`src/rtl/inst_fetch_queue.sv`:
```
// Sequential instruction fetcher with an in-order response queue
// and a drain phase that discards responses made stale by a redirect.
module inst_fetch_queue #(
   parameter int unsigned DEPTH    = 4,
   parameter logic [31:0] RESET_PC = 32'h0000_0000
) (
   input  logic        clk,
   input  logic        reset,
   input  logic        redirect,
   input  logic [31:0] redirect_pc,
   output logic        mem_req_valid,
   input  logic        mem_req_ready,
   output logic [31:0] mem_addr,
   input  logic        mem_rsp_valid,
   input  logic [31:0] mem_rsp_data,
   output logic        inst_valid,
   input  logic        inst_ready,
   output logic [31:0] inst_data,
   output logic [31:0] inst_pc
);

   localparam int unsigned AW = $clog2(DEPTH);
   localparam int unsigned CW = $clog2(DEPTH + 1);
   localparam logic [CW:0] LIMIT = (CW + 1)'(DEPTH);

   typedef enum logic [1:0] {
      BOOT,
      RUN,
      DRAIN
   } state_t;

   state_t        state_q, state_d;
   logic [31:0]   fetch_pc_q, fetch_pc_d;
   logic [CW-1:0] out_q, out_d;
   logic [CW-1:0] disc_q, disc_d;
   logic [CW-1:0] cnt_q, cnt_d;
   logic [AW-1:0] head_q, head_d;
   logic [AW-1:0] tail_q, tail_d;

   logic [31:0]   qdata [DEPTH];
   logic [31:0]   qpc   [DEPTH];

   logic          req_fire;
   logic          rsp_fire;
   logic          redir;
   logic          push;
   logic          pop;
   logic          wr;
   logic [CW:0]   occ;
   logic [CW-1:0] inc;
   logic [CW-1:0] dec;
   logic [31:0]   rsp_pc;

   assign occ      = {1'b0, cnt_q} + {1'b0, out_q};
   assign redir    = redirect && (state_q != BOOT);
   assign req_fire = mem_req_valid && mem_req_ready;
   assign rsp_fire = mem_rsp_valid && (out_q != '0);
   assign push     = rsp_fire && (state_q == RUN);
   assign pop      = inst_valid && inst_ready;
   assign wr       = push && !redir;
   assign inc      = {{(CW-1){1'b0}}, req_fire};
   assign dec      = {{(CW-1){1'b0}}, rsp_fire};

   // In RUN the outstanding requests are the words just below fetch_pc
   assign rsp_pc = fetch_pc_q - {{(30-CW){1'b0}}, out_q, 2'b00};

   assign mem_req_valid = (state_q == RUN) && (occ < LIMIT);
   assign mem_addr      = fetch_pc_q;
   assign inst_valid    = (cnt_q != '0);
   assign inst_data     = inst_valid ? qdata[head_q] : 32'h0;
   assign inst_pc       = inst_valid ? qpc[head_q] : 32'h0;

   always_comb begin
      state_d    = state_q;
      fetch_pc_d = fetch_pc_q;
      out_d      = out_q + inc - dec;
      disc_d     = disc_q;
      cnt_d      = cnt_q;
      head_d     = head_q;
      tail_d     = tail_q;

      if (req_fire)
         fetch_pc_d = fetch_pc_q + 32'd4;

      unique case (1'b1)
         push && pop: begin
            head_d = head_q + 1'b1;
            tail_d = tail_q + 1'b1;
         end
         push && !pop: begin
            tail_d = tail_q + 1'b1;
            cnt_d  = cnt_q + 1'b1;
         end
         pop && !push: begin
            head_d = head_q + 1'b1;
            cnt_d  = cnt_q - 1'b1;
         end
         default: ;
      endcase

      unique case (state_q)
         BOOT: state_d = RUN;
         RUN: ;
         DRAIN: begin
            if (rsp_fire) begin
               disc_d = disc_q - 1'b1;
               if (disc_d == '0)
                  state_d = RUN;
            end
         end
         default: state_d = BOOT;
      endcase

      // Redirect wins over every same-cycle queue or fetch update
      if (redir) begin
         cnt_d      = '0;
         head_d     = '0;
         tail_d     = '0;
         fetch_pc_d = redirect_pc & 32'hFFFF_FFFC;
         disc_d     = out_d;
         state_d    = (out_d != '0) ? DRAIN : RUN;
      end
   end

   always_ff @(posedge clk or posedge reset) begin
      if (reset) begin
         state_q    <= BOOT;
         fetch_pc_q <= RESET_PC;
         out_q      <= '0;
         disc_q     <= '0;
         cnt_q      <= '0;
         head_q     <= '0;
         tail_q     <= '0;
      end else begin
         state_q    <= state_d;
         fetch_pc_q <= fetch_pc_d;
         out_q      <= out_d;
         disc_q     <= disc_d;
         cnt_q      <= cnt_d;
         head_q     <= head_d;
         tail_q     <= tail_d;
      end
   end

   always_ff @(posedge clk) begin
      if (wr) begin
         qdata[tail_q] <= mem_rsp_data;
         qpc[tail_q]   <= rsp_pc;
      end
   end

endmodule

```
`config.mk`:
```
export PLATFORM = sky130hd
export DESIGN_NAME = inst_fetch_queue
export DESIGN_NICKNAME = d
export VERILOG_FILES = /design/src/rtl/inst_fetch_queue.sv
export SDC_FILE = /design/constraint.sdc
export NUM_CORES = 1
export LEC_CHECK = 0
export CAP_MARGIN = 20
export CORE_MARGIN = 2
export CORE_UTILIZATION = 44
export CTS_BUF_LIST = sky130_fd_sc_hd__clkbuf_8
export DETAILED_ROUTE_END_ITERATION = 7
export PLACE_DENSITY = 0.67
export SLEW_MARGIN = 20
export SYNTH_ARGS = -nofsm -noshare
export SYNTH_HDL_FRONTEND = slang
export SYNTH_SLANG_ARGS = --single-unit
export TNS_END_PERCENT = 100
```
`constraint.sdc`:
```
create_clock -name clk -period 8.9 [get_ports clk]
set_input_delay 0.89 -clock clk [delete_from_list [all_inputs] [get_ports clk]]
set_output_delay 0.89 -clock clk [all_outputs]
set_load 0.01 [all_outputs]
```
# After elaboration in Yosys (flattened, before gate mapping)
# Memory sizes are Yosys's and may differ from the RTL's.
# Cells that the tools add are included.
totals:
  reg_bits: 47
  mem_bits_rw: 256
  input_bits: 70
  output_inout_bits: 98
  n_memories: 2
memory_table:
  columns: ["memory", "words", "word_bits", "read_ports", "rd_ports_with_merged_regs", "write_ports", "line_no", "source"]
  rows:
  - ["qdata", 4, 32, 1, 0, 1, "40", "logic [31:0] qdata [DEPTH];"]
  - ["qpc", 4, 32, 1, 0, 1, "41", "logic [31:0] qpc [DEPTH];"]
op_classes:
  addsub: 10
  order_cmp: 1
  n_eq_ne: 5
  n_mux: 20
  reduce_logical: 29
ops:
  columns: ["cell", "n"]
  rows:
  - ["32-bit two-way mux", 4]
  - ["32-bit by 3-bit adder with 32-bit output, second input constant", 1]
  - ["32-bit by 5-bit subtractor with 32-bit output", 1]
  - ["2-bit two-way mux", 8]
  - ["3-bit two-way mux", 4]
  - ["2-bit nonzero test", 6]
  - ["3-bit nonzero test", 4]
  - ["1-bit logical AND", 10]
  - ["3-bit inequality test, second input constant", 2]
  - ["2-bit case mux with 3 select lines", 1]
  - ["3-bit case mux with 2 select lines", 1]
  - ["3-bit by 1-bit subtractor with 3-bit output, second input constant", 2]
  - ["2-bit by 1-bit adder with 2-bit output, second input constant", 2]
  - ["3-bit by 3-bit adder with 4-bit output", 1]
  - ["4-bit by 3-bit less-than comparator with 1-bit output, second input constant", 1]
  - ["2-bit OR reduction", 2]
  - ["3-bit by 1-bit adder with 3-bit output", 1]
  - ["3-bit by 1-bit adder with 3-bit output, second input constant", 1]
  - ["1-bit logical NOT", 3]
  - ["3-bit logical NOT", 1]
  - ["3-bit AND reduction", 1]
  - ["3-bit by 1-bit subtractor with 3-bit output", 1]
  - ["2-bit by 1-bit == test with 1-bit output, second input constant", 1]
  - ["2-bit == test, second input constant", 1]
  - ["4 further kinds", 5]

# Logic depth before layout (Yosys ltp)
# Gate-level depths: netlist of run 1.
depth:
  depth_word: 9
  depth_mapped: 15
  ltp_nobuf: 12

# Worst setup path before layout of run 1
# Ideal clock, no wire load.
synth_path:
  kind: "input -> register"
  startpoint: "input port mem_req_ready"
  endpoint: "register state_q[1]"
  setup_ns: 0.118
  t_arrival_ns: 3.204
  setup_slack_ns: 5.578
  path_stages: 14
  cell_sequence: "and3b_1 > and3_1 > buf_2 > inv_1 > buf_2 > buf_2 > ha_1 > inv_1 > ha_1 > fa_1 > xnor3_1 > o31a_1 > a21oi_1 > nor2_1"
synth_via:
  elab_chain_cells: 6
synth_lines:
  columns: ["item", "line_no", "source"]
  rows:
  - ["start, declared", "12", "input logic mem_req_ready,"]
  - ["1-bit logical AND", "56", "assign req_fire = mem_req_valid && mem_req_ready;"]
  - ["3-bit by 1-bit adder with 3-bit output", "76", "out_d = out_q + inc - dec;"]
  - ["3-bit by 1-bit subtractor with 3-bit output", "76", null]
  - ["named net out_d[2]", "34", "logic [CW-1:0] out_q, out_d;"]
  - ["3-bit nonzero test", "121", "state_d = (out_d != '0) ? DRAIN : RUN;"]
  - ["2-bit two-way mux", "121", null]
  - ["2-bit two-way mux", "115", "if (redir) begin"]
  - ["end signal, assigned", "135", "state_q <= state_d;"]
  - ["end, declared", "32", "state_t state_q, state_d;"]
# The timed path passes the listed nets, and every way through them passes these cells.
# A chain may end at the register's enable or synchronous reset.

# Worst setup path in the final report of run 1
layout_path:
  startpoint: "register head_q[0]"
  endpoint: "output port inst_pc[30]"
layout_via:
  elab_chain_cells: 2
layout_lines:
  columns: ["item", "line_no", "source"]
  rows:
  - ["start, declared", "37", "logic [AW-1:0] head_q, head_d;"]
  - ["start signal, assigned", "132", "head_q <= '0;"]
  - ["start signal, assigned", "140", "head_q <= head_d;"]
  - ["memory read 4 x 32 bit", null, null]
  - ["32-bit two-way mux", "71", "assign inst_pc = inst_valid ? qpc[head_q] : 32'h0;"]
  - ["end, declared", "19", "output logic [31:0] inst_pc"]
# No other way between the ends.

==> flow_summary.ini, run 1 <==
[floorplan]
core.rowCount = 63
die_w_um = 177
fp.coreArea_um2 = 29500
die_height_um = 177
initial_utilization_pct = 44.6
dieArea_um2 = 31300
io_pins = 168

[timing]
final_max_slew_viol_count = 0
slew_headroom_pct = 31.3
final.min_clock_period_ps = 4240
min_period_over_period_pct = 47.6
setup_viol = 0
timing.final.hold_violations = 0
worst_slew_pin_slew_ps = 1030
setup_tns_ps = 0
fmax_mhz = 236
rsz0062_at_grt = false
clock_skew_ps = 17.3

[placed_design]
globalplace.congestion = 0.847
io_buffer_count = 161
place_hpwl_mm = 17.8

[power]
power_w = 0.00493
leakagePower_nw = 5.23
peakVddDrop_v = 0.000194
p_per_area_nw_per_um2 = 310

[finish]
drive_above_1_share_pct = 14.4
final_nets = 1106
final_util_pct = 54.0
insertedDiodeCount = 0
syn2layout_area_growth_pct = 21.2
fillers = 2474

[route]
drtIter0Drc = 508
drt-wirelength-per-cell_um = 20.3
via_per_inst = 5.55
drt_wl_total_mm = 29.4
first_pass_iters = 5
vias = 8042
drtAntennaViolNets = 0
drc = 0

[setup_path]
r2r_end = state_q[1]$_DFFE_PP0P_
critical_path_class = flop to primary output
reg2reg_from = cnt_q[2]$_DFFE_PP0P_
worstPathRequired_ps = 8010
reg2reg_slack_ps = 4760
critPathCaptureType = primary output
worstPathMaxFanout = 42
cp.arrival_ps = 3350
r2r_cells = 12
start_kind = flop

[global_route]
grt_max_degree = 65
grt_pass1_wl_mm = 45.7
grt_pass1_vias = 8137
gr-total-overflow = 0
antenna_found_initial = 0
grt_util_all_layers_pct = 19.0

[logic_synthesis]
synth.area.mux_share_pct = 11.0
synthAdderAreaFrac_pct = 1.79
syn_area_per_cell_um2 = 15.3
synth-xor-area-share_pct = 2.37
async_flop_share_pct = 15.4
yosys.area.top_type = edfxtp_1
ys_ff_latch = 293
yosys-top-cells-area = edfxtp_1 (57%), mux4_2 (11%), dfrtp_1 (8.6%)
synth-edff-count = 248
yosys_most_used_dff = edfxtp_1
syn_area_um2 = 13100
synth_top_family_by_area = simple AND/OR/NAND/NOR gates
synth_top_area_share_pct = 56.7
synth_cell_type_count = 58
yosysWarnings = 0
synth_cells = 859
ys_seq_area_share_pct = 65.3
synth-simple-area-share_pct = 12.4
synth_compound_area_share_pct = 4.23

[clock_tree]
clock_latency_ps = 550
root_buffer = clkbuf_8
clkSinkCount = 293
tritoncts = yes
cts_setup_buffers = 0
postCtsHoldBufs = 0
htreeDepth = 2
cts_buffers = 48
clkTransAtPathRegs_ps = 60
clockBufferDepth = 3
ctsResizeCount = 0

[run_status]
outcome = finished clean

[run]
drv_cap = 0

[min_path]
hold_class = flop to flop
hp-start = tail_q[0]$_DFFE_PP0P_
hold_path_depth = 2
min_to = tail_q[0]$_DFFE_PP0P_
power by group:
part | switching (W) | internal, W
clock network | 0.000517 | 0.000542
registers | 0.000265 | 0.00175
logic | 0.000913 | 0.000940
total | 0.00170 | 0.00323
worst max-delay path by stage:
stage,end,start,cells after the start
after floorplan,state_q[1]$_DFFE_PP0P_,mem_req_ready,14
after global placement,state_q[1]$_DFFE_PP0P_,mem_req_ready,12
after detailed placement,state_q[1]$_DFFE_PP0P_,mem_req_ready,12
after CTS,inst_pc[22],head_q[0]$_DFFE_PP0P_,4
after global routing,inst_pc[22],head_q[0]$_DFFE_PP0P_,4
final,inst_pc[30],head_q[0]$_DFFE_PP0P_,4
cell usage after synthesis (2+ instances only):
| cell type | number |
|---|---|
| nand3b_1 | 4 |
| buf_1 | 3 |
| dfrtp_1 | 45 |
| mux4_2 | 62 |
| nand3_1 | 22 |
| nand4b_1 | 4 |
| inv_1 | 24 |
| or4_1 | 15 |
| o31ai_1 | 12 |
| nor3b_1 | 4 |
| a31oi_1 | 18 |
| nor3_1 | 15 |
| o211ai_1 | 13 |
| a21oi_1 | 6 |
| nor2_1 | 35 |
| xor2_1 | 9 |
| buf_4 | 8 |
| nor2b_1 | 2 |
| xnor2_1 | 24 |
| buf_2 | 17 |
| a221oi_1 | 4 |
| ha_1 | 14 |
| o41ai_1 | 4 |
| nand4_1 | 25 |
| and4_1 | 4 |
| o21a_1 | 2 |
| a31o_2 | 2 |
| nand2_1 | 32 |
| or3_1 | 11 |
| nor4_1 | 13 |
| mux2i_1 | 4 |
| nand2b_1 | 5 |
| clkbuf_1 | 33 |
| fa_1 | 3 |
| and3_1 | 5 |
| edfxtp_1 | 248 |
| or2_2 | 2 |
| and2_1 | 72 |
| o21ai_0 | 15 |
state kept, by name, indices dropped and copies added (netlist names):
name / cells
cnt_q: 3
disc_q: 3
head_q: 2
mem_addr: 30
out_q: 3
qdata: 128
qpc: 120
state_q: 2
tail_q: 2
layout by cell type (no fill, tap or decap), types with 3 or more instances in the layout:
cell type          n
a21oi_1            6
a221oi_1           4
a31oi_1           18
and2_1            68
and2_4             4
and3_1             5
and4_1             4
buf_4              8
clkbuf_8          49
clkdlybuf4s50_1  161
clkinv_1          13
clkinv_2           9
conb_1             4
dfrtp_1           43
edfxtp_1         248
fa_1               3
ha_1              14
inv_1             39
mux2i_1            4
mux4_2            62
nand2_1           32
nand2b_1           5
nand3_1           22
nand3b_1           4
nand4_1           25
nand4b_1           4
nor2_1            35
nor3_1            15
nor3b_1            4
nor4_1            12
o211ai_1          13
o21ai_0           15
o31ai_1           12
o41ai_1            4
or3_1             10
or4_1             15
xnor2_1           24
xor2_1             9
cell type report:
type	count	area [µm²]	share of cell area, %
Sequential cell	293	8580	53.9
Multi-Input combinational cell	483	4220	26.5
Timing Repair Buffer	169	1670	10.5
Clock buffer	49	674	4.24
Tap cell	390	488	3.07
Clock inverter	40	195	1.23
Inverter	24	90.1	0.566
worst max-delay path: stages, from the launching register on:
cell             delay, ps
dfrtp_4                720
buf_4                  760
mux4_2                 580
and2_1                 160
clkdlybuf4s50_1        540
cell families (layout without fill, tap and decap cells):
logic type / count (synthesis) / in the layout
and+or+nand+nor: 279 / 279
buffers and inverters: 86 / 282
DFF: 293 / 293
xor gates and xnor gates: 34 / 34
AOI/OAI and AO/OA: 82 / 82
adders and majority gates: 17 / 17
other: 1 / 4
muxes: 67 / 67
routing by layer:
layer / up-vias / wire length, µm / track usage, %
met5: - / 0 / 0
met4: 0 / 677 / 6.03
met3: 58 / 2150 / 4.06
met2: 313 / 14000 / 30.8
met1: 3989 / 12500 / 25.7
li1: 3682 / - / -
stage by stage:
stage	instances	setup WS [ps]	area, µm²	hold slack [ps]
2_1_floorplan	862	5580	13100	549
3_3_place_gp	1359	4280	15000	571
3_5_place_dp	1359	4250	15000	585
4_1_cts	1448	4500	15900	593
5_1_grt	1448	4380	15900	624
6_report	1448	4660	15900	593
Note: power is estimated with default switching activity, not from simulation.
==> inputs of run 2 (changes only) <==
==> constraint.sdc (replaced) <==
create_clock -name clk -period 4.1 [get_ports clk]
set_input_delay 0.41 -clock clk [delete_from_list [all_inputs] [get_ports clk]]
set_output_delay 0.41 -clock clk [all_outputs]
set_load 0.01 [all_outputs]
==> flow_summary.ini, run 2 (synthesis gave the netlist of run 1 again) <==
[timing]
rsz0062_at_grt = false
final.min_clock_period_ps = 3310
slew_headroom_pct = 50.8
worst_slew_pin_slew_ps = 738
setup_tns_ps = 0
min_period_over_period_pct = 80.8
final_max_slew_viol_count = 0
clock_skew_ps = 19.1
setup_viol = 0
fmax_mhz = 302
timing.final.hold_violations = 0

[global_route]
grt_pass1_vias = 8097
gr-total-overflow = 0
grt_pass1_wl_mm = 45.6
grt_max_degree = 43
grt_util_all_layers_pct = 19.0
antenna_found_initial = 0

[power]
p_per_area_nw_per_um2 = 669
leakagePower_nw = 5.30
peakVddDrop_v = 0.000418

[finish]
largest_reg_flops = 128
drive_above_1_share_pct = 14.5
syn2layout_area_growth_pct = 22.0
insertedDiodeCount = 0
final_util_pct = 54.4
fillers = 2434
multi_input_area_um2 = 4220
regMostFlops = qdata
final_nets = 1115
layout_common_cells = edfxtp_1 (248), clkdlybuf4s50_1 (161), and2_1 (68)
register_area_um2 = 8580
final_common_cell = edfxtp_1

[setup_path]
reg2reg_slack_ps = 1110
r2r_end = state_q[1]$_DFFE_PP0P_
critPathSlowestCell = or3_2
startpoint = cnt_q[0]$_DFFE_PP0P_
cp.arrival_ps = 2900
endpoint = inst_pc[11]
r2r_cells = 12
max_stage_delay_ps = 830
worstPathRequired_ps = 3690
reg2reg_from = cnt_q[2]$_DFFE_PP0P_
worstPathMaxFanout = 40
critPathCaptureType = primary output
crit_path_cell_trace = or3_2 -> buf_4 -> and2_1 -> clkdlybuf4s50_1
critical_path_class = flop to primary output
start_kind = flop

[placed_design]
place_hpwl_mm = 19.0
globalplace.congestion = 0.841
io_buffer_count = 161

[clock_tree]
root_buffer = clkbuf_8
postCtsHoldBufs = 0
clkTransAtPathRegs_ps = 60
htreeDepth = 2
clkSinkCount = 293
cts_buffers = 47
clockBufferDepth = 3
tritoncts = yes
ctsResizeCount = 0
cts_setup_buffers = 0
clock_latency_ps = 560

[route]
drtIter0Drc = 597
drt-wirelength-per-cell_um = 20.2
via_per_inst = 5.63
drtAntennaViolNets = 0
first_pass_iters = 5
drc = 0
vias = 8144
drt_wl_total_mm = 29.2

[run]
drv_cap = 0

[floorplan]
dieArea_um2 = 31300
die_height_um = 177
core.rowCount = 63
initial_utilization_pct = 44.6
io_pins = 168
die_w_um = 177
fp.coreArea_um2 = 29500

[run_status]
outcome = finished clean

[min_path]
hold_class = input port to async pin
==> run 2: cell count changes in the layout (fill, tap and decap cells not counted), moves of 2 or more <==
cell        before  now
buf_12           0    6
buf_4            8   12
clkbuf_8        49   47
clkinv_1        13    4
clkinv_2         9    2
clkinvlp_4       2    0
inv_1           39   45
inv_6            0    2
==> run 2: layout make-up <==
cell class	instances	share of cell area (%)
clock buffer	47	4.04
clock inverter	31	1.13
inverter	24	0.562
multi-input combinational	483	26.3
sequential	293	53.5
tap	390	3.05
timing repair buffer	179	11.4
==> run 2: where the power goes <==
part           switching, W  internal, W
clock               0.00107      0.00119
sequential         0.000576      0.00380
combinational       0.00200      0.00209
total               0.00365      0.00707
==> run 2: routing by layer <==
| metal | global-route usage (%) | up-vias | wire length, µm |
|---|---|---|---|
| met4 | 4.96 | 0 | 540 |
| met2 | 31.6 | 320 | 14300 |
| li1 | - | 3688 | - |
| met5 | 0 | - | 0 |
| met3 | 3.65 | 48 | 1860 |
| met1 | 25.8 | 4088 | 12600 |
==> run 2: worst min path at each step <==
stage	start	endpoint	slack (ps)	depth (start not counted)
after floorplan	mem_rsp_data[0]	qdata[0][0]$_DFFE_PP_	510	0
after global placement	tail_q[0]$_DFFE_PP0P_	tail_q[0]$_DFFE_PP0P_	570	2
after detailed placement	tail_q[0]$_DFFE_PP0P_	tail_q[0]$_DFFE_PP0P_	580	2
after CTS	reset	state_q[1]$_DFFE_PP0P_	140	2
after global routing	reset	tail_q[0]$_DFFE_PP0P_	210	2
final	reset	state_q[1]$_DFFE_PP0P_	150	2
==> run 2: critical path, delay by kind of cell, from the launching register on <==
kind,cells,cell delay (ps)
DFF,1,460
and+or+nand+nor,2,1030
buffers and inverters,2,850
==> run 2: stage by stage <==
| step | setup WS (ps) | cell area (µm²) | total power [W] | std cells | hold slack [ps] |
|---|---|---|---|---|---|
| 2_1_floorplan | 864 | 13100 | 0.00672 | 862 | 509 |
| 3_3_place_gp | 1120 | 15200 | 0.00850 | 1369 | 573 |
| 3_5_place_dp | 1100 | 15200 | 0.00857 | 1369 | 585 |
| 4_1_cts | 686 | 16000 | 0.0109 | 1447 | 137 |
| 5_1_grt | 587 | 16000 | 0.0114 | 1447 | 213 |
| 6_report | 786 | 16000 | 0.0107 | 1447 | 154 |
==> inputs of run 3 (changes only) <==
--- a/config.mk
+++ b/config.mk
@@ -10,7 +10,7 @@
 export CORE_UTILIZATION = 44
 export CTS_BUF_LIST = sky130_fd_sc_hd__clkbuf_8
 export DETAILED_ROUTE_END_ITERATION = 7
-export PLACE_DENSITY = 0.67
+export PLACE_DENSITY = 0.69
 export SLEW_MARGIN = 20
 export SYNTH_ARGS = -nofsm -noshare
 export SYNTH_HDL_FRONTEND = slang
==> constraint.sdc (replaced) <==
create_clock -name clk -period 3.02 [get_ports clk]
set_input_delay 0.302 -clock clk [delete_from_list [all_inputs] [get_ports clk]]
set_output_delay 0.302 -clock clk [all_outputs]
set_load 0.01 [all_outputs]
==> flow_summary.ini, run 3 (synthesis gave the netlist of run 1 again) <==
[run_status]
outcome = finished clean

[run]
drv_cap = 0

[clock_tree]
root_buffer = clkbuf_8
clkTransAtPathRegs_ps = 60
clkSinkCount = 293
postCtsHoldBufs = 0
htreeDepth = 2
cts_buffers = 47
clockBufferDepth = 3
tritoncts = yes
clock_latency_ps = 570

[floorplan]
core.rowCount = 63
dieArea_um2 = 31300
fp.coreArea_um2 = 29500
io_pins = 168
die_w_um = 177
initial_utilization_pct = 44.6
die_height_um = 177

[finish]
final_nets = 1131
syn2layout_area_growth_pct = 23.8
drive_above_1_share_pct = 16.7
instances_no_fill = 1468
final_common_cell = edfxtp_1
regMostFlops = qdata
largest_reg_flops = 128
layout_common_cells = edfxtp_1 (248), clkdlybuf4s50_1 (161), and2_1 (68)
insertedDiodeCount = 0

[route]
drtIter0Drc = 550
first_pass_iters = 5
drtAntennaViolNets = 0
drt-wirelength-per-cell_um = 19.9
drt_wl_total_mm = 29.2
vias = 8131
via_per_inst = 5.54
drc = 0

[setup_path]
critPathCaptureType = primary output
critical_path_class = flop to primary output
cp_top_family = buffers and inverters
critical_path_buf_inv_count = 2
cp.arrival_ps = 2580
max_stage_delay_ps = 540
start_kind = flop
worstPathRequired_ps = 2720
crit_path_cell_trace = buf_8 -> mux4_2 -> and2_1 -> clkdlybuf4s50_1
worstPathMaxFanout = 17
critPathSlowestCell = dfrtp_4

[power]
peakVddDrop_v = 0.000511
leakagePower_nw = 5.38
p_per_area_nw_per_um2 = 916

[min_path]
hold_class = input port to async pin

[timing]
min_period_over_period_pct = 95.3
fmax_mhz = 347
setup_tns_ps = 0
worst_slew_pin_slew_ps = 875
final.min_clock_period_ps = 2880
final_max_slew_viol_count = 0
clock_skew_ps = 32.6
rsz0062_at_grt = false
timing.final.hold_violations = 0
setup_viol = 0
slew_headroom_pct = 41.5

[global_route]
grt_max_degree = 65
antenna_found_initial = 0
grt_pass1_vias = 8293
gr-total-overflow = 0
grt_util_all_layers_pct = 19.1
grt_pass1_wl_mm = 46.0

[placed_design]
place_hpwl_mm = 18.7
globalplace.congestion = 0.847
dp_cells = 1385
io_buffer_count = 161
==> run 3: cell types whose count changed in the layout (fill, tap and decap cells not counted), sizes merged <==
cell      delta
buf         +16
clkinv      +11
inv         -10
clkinvlp     +2
bufinv       +1
clkbuf       +1
==> run 3: area by class of cell <==
cell class,instances,area [µm²]
inverters,24,90.1
flip-flops and latches,293,8580
clock buffers,48,661
well taps,390,488
clock inverters,35,234
multi-input cells,483,4250
repair buffers,195,1970
fillers,2416,13200
==> run 3: worst reg2reg max path, cell delays in order (launching register included) <==
cell and delay (ps):
dfrtp_1 470, ha_4 200, nor3_2 230, and3_1 230, inv_2 50, ha_1 260, inv_1 40, ha_1 180
fa_1 360, xnor3_1 240, o31a_1 280, a21oi_1 120, nor2_1 50
==> run 3: power breakdown <==
| group | switching (W) | total [W] | internal (W) |
|---|---|---|---|
| registers | 0.000655 | 0.00581 | 0.00516 |
| logic | 0.00289 | 0.00584 | 0.00295 |
| clock network | 0.00150 | 0.00324 | 0.00174 |
==> run 3: path summary, 6_finish.rpt <==
kind / from / end / slack (ps) / cells after the start
worst min register to register: head_q[1]$_DFFE_PP0P_ / head_q[1]$_DFFE_PP0P_ / 580 / 2
max in group asynchronous: reset / head_q[0]$_DFFE_PP0P_ / 2360 / 3
min in group clk: redirect_pc[5] / mem_addr[5]$_DFFE_PP0N_ / 310 / 3
worst max-delay path: head_q[0]$_DFFE_PP0P_ / inst_data[1] / 140 / 4
worst min-delay path: reset / out_q[0]$_DFF_PP0_ / 200 / 3
worst max register to register: out_q[1]$_DFF_PP0_ / state_q[1]$_DFFE_PP0P_ / 210 / 12
==> run 3: metal layers <==
metal	part of all wire [%]	vias up	track usage (%)
met3	7.5	35	4.64
met2	50	332	32.2
li1	-	3718	-
met1	41	4046	25.1
met5	0	-	0
met4	1.2	0	4.51
==> run 3: through the flow <==
step	power [W]	worst slack (ps)	hold WS, ps	util (%)	cell area [µm²]
6_report	0.0149	141	196	55.2	16300
5_1_grt	0.0158	15.3	253	55.2	16300
4_1_cts	0.0151	24.6	187	55.1	16300
3_5_place_dp	0.0118	153	568	52.1	15400
3_3_place_gp	0.0117	167	561	52.1	15400
2_1_floorplan	0.00917	0.127	401	-	13200
==> run 3: what timing repair did <==
action                     CTS  global route
setup endpoints to repair   15             6
buffers inserted             0             0
pin swaps                    0             0
gates resized for setup      1             2
